==> config.mk <==
export PLATFORM = sky130hd
export DESIGN_NAME = bp_me_burst_to_axil
export DESIGN_NICKNAME = d
export VERILOG_FILES = /design/src/rtl/bp_me_burst_to_axil_pkg.sv /design/src/rtl/bp_me_axil_lane_align.sv /design/src/rtl/bp_me_burst_to_axil.sv
export SDC_FILE = /design/constraint.sdc
export NUM_CORES = 1
export LEC_CHECK = 0
export ABC_CLOCK_PERIOD_IN_PS = 2700
export CORE_AREA = 3 3 163 165
export CTS_CLUSTER_DIAMETER = 200
export DETAILED_ROUTE_END_ITERATION = 16
export DIE_AREA = 0 0 166 168
export PLACE_DENSITY = 0.75
export SYNTH_ARGS = -nofsm -noshare
export SYNTH_HDL_FRONTEND = slang
export SYNTH_SLANG_ARGS = --single-unit
==> constraint.sdc <==
create_clock -name clk_i -period 2.7 [get_ports clk_i]
set_input_delay 0.81 -clock clk_i [delete_from_list [all_inputs] [get_ports clk_i]]
set_output_delay 0.81 -clock clk_i [all_outputs]
set_load 0.005 [all_outputs]
==> src/rtl/bp_me_burst_to_axil_pkg.sv <==
// Shared BedRock IO header and message definitions for the burst-to-AXIL bridge.
package bp_me_burst_to_axil_pkg;

    localparam int paddr_width_p   = 40;
    localparam int payload_width_p = 16;

    typedef enum logic [3:0] {
        e_bedrock_mem_rd    = 4'd0,
        e_bedrock_mem_wr    = 4'd1,
        e_bedrock_mem_uc_rd = 4'd2,
        e_bedrock_mem_uc_wr = 4'd3
    } bp_bedrock_mem_type_e;

    typedef struct packed {
        logic [payload_width_p-1:0] payload;
        logic [2:0]                 size;
        logic [paddr_width_p-1:0]   addr;
        bp_bedrock_mem_type_e       msg_type;
    } bp_bedrock_mem_header_s;

    // Cached and uncached flavours are handled identically on this path.
    function automatic logic is_read(bp_bedrock_mem_type_e t);
        return (t == e_bedrock_mem_rd) || (t == e_bedrock_mem_uc_rd);
    endfunction

    function automatic logic is_write(bp_bedrock_mem_type_e t);
        return (t == e_bedrock_mem_wr) || (t == e_bedrock_mem_uc_wr);
    endfunction

endpackage

==> src/rtl/bp_me_axil_lane_align.sv <==
// Byte-lane steering between a BedRock data beat and an AXI4-Lite data bus:
// write strobes, write-data replication and read-data shift/replication.
module bp_me_axil_lane_align #(
    parameter int io_data_width_p   = 64,
    parameter int axil_data_width_p = 32,
    localparam int axil_bytes_lp    = axil_data_width_p / 8,
    localparam int io_bytes_lp      = io_data_width_p / 8,
    localparam int lg_axil_bytes_lp = $clog2(axil_bytes_lp)
) (
    input  logic [lg_axil_bytes_lp-1:0]  off,
    input  logic [2:0]                   size,
    input  logic [io_data_width_p-1:0]   cmd_data,
    input  logic [axil_data_width_p-1:0] rdata,
    output logic [axil_bytes_lp-1:0]     strb,
    output logic [axil_data_width_p-1:0] wdata,
    output logic [io_data_width_p-1:0]  resp_data
);

    logic [axil_data_width_p-1:0] shifted;
    int nbytes;

    assign shifted = rdata >> {off, 3'b000};

    always_comb begin
        strb      = '0;
        wdata     = '0;
        resp_data = '0;
        nbytes    = 32'(1) << size;
        for (int i = 0; i < axil_bytes_lp; i++) begin
            strb[i]          = (i >= int'(off)) && (i < int'(off) + nbytes);
            wdata[8*i +: 8]  = cmd_data[8*(i & (nbytes-1)) +: 8];
        end
        // Masking with the bus width keeps the index in range even for illegal sizes.
        for (int j = 0; j < io_bytes_lp; j++)
            resp_data[8*j +: 8] = shifted[8*(j & (nbytes-1) & (axil_bytes_lp-1)) +: 8];
    end

endmodule

==> src/rtl/bp_me_burst_to_axil.sv <==
// BedRock Burst IO command -> AXI4-Lite master bridge; one transaction in flight,
// one BedRock response per command, responses in command order.
module bp_me_burst_to_axil
    import bp_me_burst_to_axil_pkg::*;
#(
    parameter int io_data_width_p   = 64,
    parameter int axil_data_width_p = 32,
    parameter int axil_addr_width_p = 32,
    localparam int axil_bytes_lp    = axil_data_width_p / 8,
    localparam int lg_axil_bytes_lp = $clog2(axil_bytes_lp)
) (
    input  logic                         clk_i,
    input  logic                         reset_n_i,
    input  bp_bedrock_mem_header_s       io_cmd_header_i,
    input  logic                         io_cmd_header_v_i,
    output logic                         io_cmd_header_ready_and_o,
    input  logic                         io_cmd_has_data_i,
    input  logic [io_data_width_p-1:0]   io_cmd_data_i,
    input  logic                         io_cmd_data_v_i,
    input  logic                         io_cmd_data_last_i,
    output logic                         io_cmd_data_ready_and_o,
    output bp_bedrock_mem_header_s       io_resp_header_o,
    output logic                         io_resp_header_v_o,
    input  logic                         io_resp_header_ready_and_i,
    output logic                         io_resp_has_data_o,
    output logic [io_data_width_p-1:0]   io_resp_data_o,
    output logic                         io_resp_data_v_o,
    output logic                         io_resp_data_last_o,
    input  logic                         io_resp_data_ready_and_i,
    output logic [axil_addr_width_p-1:0] m_axil_awaddr_o,
    output logic [2:0]                   m_axil_awprot_o,
    output logic                         m_axil_awvalid_o,
    input  logic                         m_axil_awready_i,
    output logic [axil_data_width_p-1:0] m_axil_wdata_o,
    output logic [axil_bytes_lp-1:0]     m_axil_wstrb_o,
    output logic                         m_axil_wvalid_o,
    input  logic                         m_axil_wready_i,
    input  logic [1:0]                   m_axil_bresp_i,
    input  logic                         m_axil_bvalid_i,
    output logic                         m_axil_bready_o,
    output logic [axil_addr_width_p-1:0] m_axil_araddr_o,
    output logic [2:0]                   m_axil_arprot_o,
    output logic                         m_axil_arvalid_o,
    input  logic                         m_axil_arready_i,
    input  logic [axil_data_width_p-1:0] m_axil_rdata_i,
    input  logic [1:0]                   m_axil_rresp_i,
    input  logic                         m_axil_rvalid_i,
    output logic                         m_axil_rready_o,
    output logic                         error_o
);

    typedef enum logic [2:0] {
        e_ready, e_cmd_data, e_write, e_bresp,
        e_read_addr, e_read_data, e_resp_hdr, e_resp_data
    } state_e;

    state_e                       state_r, state_n;
    bp_bedrock_mem_header_s       hdr_r;
    logic [io_data_width_p-1:0]   data_r;
    logic [axil_data_width_p-1:0] rdata_r;
    logic aw_sent_r, aw_sent_n, w_sent_r, w_sent_n;
    logic live_r;
    logic hdr_fire, data_fire, aw_done, w_done;
    logic unused;

    // live_r keeps the header port closed while reset is (or was just) asserted.
    assign io_cmd_header_ready_and_o = live_r && (state_r == e_ready);
    assign io_cmd_data_ready_and_o   = (state_r == e_cmd_data);
    assign hdr_fire  = io_cmd_header_ready_and_o && io_cmd_header_v_i;
    assign data_fire = io_cmd_data_ready_and_o && io_cmd_data_v_i;

    assign m_axil_awvalid_o = (state_r == e_write) && !aw_sent_r;
    assign m_axil_wvalid_o  = (state_r == e_write) && !w_sent_r;
    assign aw_done = aw_sent_r || (m_axil_awvalid_o && m_axil_awready_i);
    assign w_done  = w_sent_r  || (m_axil_wvalid_o && m_axil_wready_i);
    assign m_axil_bready_o  = (state_r == e_bresp);
    assign m_axil_arvalid_o = (state_r == e_read_addr);
    assign m_axil_rready_o  = (state_r == e_read_data);
    assign m_axil_awprot_o  = 3'b000;
    assign m_axil_arprot_o  = 3'b000;
    assign m_axil_awaddr_o  = {hdr_r.addr[axil_addr_width_p-1:lg_axil_bytes_lp], {lg_axil_bytes_lp{1'b0}}};
    assign m_axil_araddr_o  = m_axil_awaddr_o;

    assign io_resp_header_o    = hdr_r;
    assign io_resp_header_v_o  = (state_r == e_resp_hdr);
    assign io_resp_has_data_o  = io_resp_header_v_o && is_read(hdr_r.msg_type);
    assign io_resp_data_v_o    = (state_r == e_resp_data);
    assign io_resp_data_last_o = io_resp_data_v_o;

    assign error_o = (m_axil_bready_o && m_axil_bvalid_i && (m_axil_bresp_i != 2'b00))
                  || (m_axil_rready_o && m_axil_rvalid_i && (m_axil_rresp_i != 2'b00));

    assign unused = ^{io_cmd_has_data_i, io_cmd_data_last_i};

    bp_me_axil_lane_align #(
        .io_data_width_p  (io_data_width_p),
        .axil_data_width_p(axil_data_width_p)
    ) align (
        .off      (hdr_r.addr[lg_axil_bytes_lp-1:0]),
        .size     (hdr_r.size),
        .cmd_data (data_r),
        .rdata    (rdata_r),
        .strb     (m_axil_wstrb_o),
        .wdata    (m_axil_wdata_o),
        .resp_data(io_resp_data_o)
    );

    always_ff @(posedge clk_i or negedge reset_n_i) begin
        if (!reset_n_i) begin
            state_r   <= e_ready;
            hdr_r     <= '0;
            data_r    <= '0;
            rdata_r   <= '0;
            aw_sent_r <= 1'b0;
            w_sent_r  <= 1'b0;
            live_r    <= 1'b0;
        end else begin
            state_r   <= state_n;
            aw_sent_r <= aw_sent_n;
            w_sent_r  <= w_sent_n;
            live_r    <= 1'b1;
            if (hdr_fire)  hdr_r  <= io_cmd_header_i;
            if (data_fire) data_r <= io_cmd_data_i;
            if (m_axil_rready_o && m_axil_rvalid_i) rdata_r <= m_axil_rdata_i;
        end
    end

    always_comb begin
        state_n   = state_r;
        aw_sent_n = aw_sent_r;
        w_sent_n  = w_sent_r;
        case (state_r)
            e_ready:     if (hdr_fire)
                             state_n = is_write(io_cmd_header_i.msg_type) ? e_cmd_data : e_read_addr;
            e_cmd_data:  if (data_fire) state_n = e_write;
            e_write: begin
                aw_sent_n = aw_done;
                w_sent_n  = w_done;
                if (aw_done && w_done) begin
                    state_n   = e_bresp;
                    aw_sent_n = 1'b0;
                    w_sent_n  = 1'b0;
                end
            end
            e_bresp:     if (m_axil_bvalid_i) state_n = e_resp_hdr;
            e_read_addr: if (m_axil_arready_i) state_n = e_read_data;
            e_read_data: if (m_axil_rvalid_i) state_n = e_resp_hdr;
            e_resp_hdr:  if (io_resp_header_ready_and_i)
                             state_n = is_read(hdr_r.msg_type) ? e_resp_data : e_ready;
            e_resp_data: if (io_resp_data_ready_and_i) state_n = e_ready;
            default:     state_n = e_ready;
        endcase
    end

    assert property (@(posedge clk_i) disable iff (!reset_n_i)
        hdr_fire |-> (io_cmd_header_i.size <= 3'(lg_axil_bytes_lp))
                  && (is_read(io_cmd_header_i.msg_type) || is_write(io_cmd_header_i.msg_type)));
    assert property (@(posedge clk_i) disable iff (!reset_n_i)
        data_fire |-> io_cmd_data_last_i);

endmodule

==> impl_metrics.json <==
{
  "hold_path.class": "in -> async",
  "syn_area_mm2": 0.007390,
  "met3_usage_pct": 4.625,
  "required_ns": 1.89,
  "rows": 58,
  "status": "complete, but fails checks",
  "fin_skew_ns": 0.009205,
  "area_growth_pct": 74.70,
  "detailedPlace.worstSlack_ns": -0.3447,
  "max-cap-violations": 0,
  "fin_area_mm2": 0.01291,
  "crit_fanout": 4,
  "die_x_um": 166,
  "violations": "negative setup slack",
  "grt.total_usage_pct": 17.09,
  "worstPathArrival_ns": 2.33,
  "layout_common_cells": "275 x clkdlybuf4s50_1, 128 x dfrtp_1, 97 x mux2_2",
  "finalSetupViolations": 70,
  "core_area_mm2": 0.02518,
  "setup_ws_ns": -0.4405,
  "grt_pass1_wl_um": 37770,
  "layout_commonest_cell": "clkdlybuf4s50_1",
  "cellLeakagePower_nw": 5.916,
  "timing.final.crit_share_pct": 116.3,
  "drive_above_1_share_pct": 46.18,
  "fin_crit_ns": 3.140,
  "clk_latency_ns": 0.41,
  "vias": 6291,
  "root_buffer": "clkbuf_16",
  "antenna_found_initial": 1,
  "start_kind": "flip-flop",
  "wl_per_cell_um": 18.35,
  "pwr_density_cell_mw_per_mm2": 1509,
  "crit_slowest_cell": "fa_2",
  "max-slew-margin-rel_pct": 61.68,
  "clock.fmax_mhz": 318.4,
  "clockBufferDepth": 2,
  "slowest_delay_ns": 0.45,
  "ys_ff_latch": 133,
  "yosysWarnings": 0,
  "start_util_pct": 29.35,
  "num-nets-final": 1212,
  "syn_inst": 652,
  "gp_congestion": 0.8039,
  "critPathKind": "reg -> out",
  "drtIter0Drc": 277,
  "grt_use_met1_pct": 18.88,
  "port-buffer-count": 376,
  "synth_edf_count": 0,
  "avgSynthCellArea_um2": 11.33,
  "seq_area_frac_synth_pct": 45.04,
  "worst_pin_slew_ns": 0.5748,
  "drc_errors": 0,
  "die-area_mm2": 0.02789,
  "synth_cell_types": 50,
  "cp_cell_sequence": "or3_4 > inv_4 > ha_4 > fa_2 > nor3_2 > nor2_1 > buf_2",
  "rsz0062_at_grt": "yes",
  "hold_buffers": 0,
  "gr-total-overflow": 0,
  "grt_pass1_vias": 6764,
  "drv_slew": 0,
  "grt_busiest_layer": "met2",
  "grt_max_degree": 52,
  "drtAntennaViolNets": 0,
  "cts_sinks": 133,
  "dr.pass1.iters": 6,
  "cts_tree": "done",
  "placed_area_mm2": 0.01103,
  "finalSetupTns_ns": -13.08,
  "peakVddDrop_v": 0.0009778,
  "io_pins": 421,
  "cts.clk_slew.worst_paths_ns": 0.06,
  "synth_flop_cell": "dfrtp_1",
  "cts_made_buffers": 17,
  "async_reset_ff_share_pct": 100.0,
  "cts_htree_levels": 4,
  "hpwlAfterDp_um": 17550,
  "viasPerCell": 4.569,
  "end_kind": "primary output",
  "met2_usage_pct": 31.32,
  "totalWireLength_um": 25260,
  "die_y_um": 168,
  "hold_viol_final": 0
}
area by class of cell:
type                            count  area [µm²]
Clock buffer                       18       429.2
Fill cell                        2206       12270
Multi-Input combinational cell    378        3650
Antenna cell                        1       2.502
Tap cell                          330       412.9
Sequential cell                   133        3334
Clock inverter                     14       200.2
Inverter                            5       21.27
Timing Repair Buffer              498        4860
worst paths after layout:
path / depth (start not counted) / slack (ns) / from / endpoint
max in group asynchronous: 2 / 1.71 / reset_n_i / rdata_r[13]
max reg2reg: 5 / 0.82 / state_r[0] / rdata_r[25]
min reg2reg: 1 / 0.50 / io_resp_header_o[52] / io_resp_header_o[52]
min: 1 / 0.34 / reset_n_i / io_resp_header_o[6]
min in group clk_i: 1 / 0.50 / io_resp_header_o[52] / io_resp_header_o[52]
max: 7 / -0.44 / io_resp_header_o[46] / m_axil_wstrb_o[1]
cell usage after synthesis, types with 2 or more instances:
cell type	instances	area share, %
conb_1	2	0.10
a22o_1	8	0.95
buf_1	2	0.10
mux2_2	105	16
mux2_1	9	1.4
buf_6	12	1.8
o21a_1	3	0.30
buf_4	114	12
buf_2	9	0.61
o2bb2ai_1	7	0.83
and3_1	2	0.17
mux2_4	20	4.1
ha_1	2	0.34
nand2_4	2	0.30
o21ai_1	3	0.20
nor2_1	25	1.3
a21oi_1	18	1.2
a211oi_1	2	0.20
o21ai_0	11	0.74
dfrtp_1	133	45
nand2_1	87	4.4
nor2b_1	5	0.42
nor3_1	4	0.27
o22ai_1	2	0.17
clkbuf_1	8	0.41
nand2b_1	2	0.17
inv_1	4	0.20
mux2i_1	26	3.5
nand3_1	3	0.20
and2_1	2	0.17
power by group:
| part | leakage [nW] | switching [mW] | internal, mW |
|---|---|---|---|
| sequential | 1.67 | 0.882 | 2.92 |
| combinational | 3.95 | 5.18 | 7.98 |
| clock | 0.298 | 0.951 | 1.56 |
critical path, delay by kind of cell, from the launching register on:
kind                     cells  cell delay, ns
buffers and inverters        2            0.24
adder cells (fa/ha/maj)      2            0.59
flip-flops                   1            0.39
AND/OR/NAND/NOR              3            0.69
stage by stage:
step | hold WS [ns] | instances | total power, mW | util, %
2_1_floorplan | 0.4710 | 661 | 8.741 | -
3_3_place_gp | 0.4849 | 1279 | 14.08 | 43.78
3_5_place_dp | 0.4913 | 1279 | 14.25 | 43.78
4_1_cts | 0.3406 | 1367 | 18.66 | 50.08
5_1_grt | 0.3520 | 1377 | 20.60 | 51.27
6_report | 0.3439 | 1377 | 19.48 | 51.27
logic make-up after synthesis:
family | after synthesis | share of synthesized area [%]
AO/OA/AOI/OAI | 64 | 6.011
AND/OR/NAND/NOR | 140 | 8.500
flip-flops | 133 | 45.04
buffers and inverters | 150 | 14.78
other | 2 | 0.1016
multiplexers | 160 | 24.96
adder cells (fa/ha/maj) | 3 | 0.6095
flip-flops by register name, indices dropped and copies added (netlist names):
register and count:
aw_sent_r 1, state_r 3, live_r 1, io_resp_header_o 63, rdata_r 32, w_sent_r 1, data_r 32
per-layer routing:
metal	part of all wire, %	vias up
met5	0	-
met2	53	239
met3	5.6	34
met4	2.7	0
met1	38	3151
li1	-	2867
what timing repair did:
| item | in CTS | in global routing |
|---|---|---|
| pin swaps | 52 | 42 |
| cloned | 2 | 0 |
| resized for setup | 503 | 114 |
| endpoints found under the setup margin | 102 | 96 |
| hold endpoints to repair | 0 | 0 |
| buffers inserted | 57 | 20 |
Power figures use the tool's default switching activity.
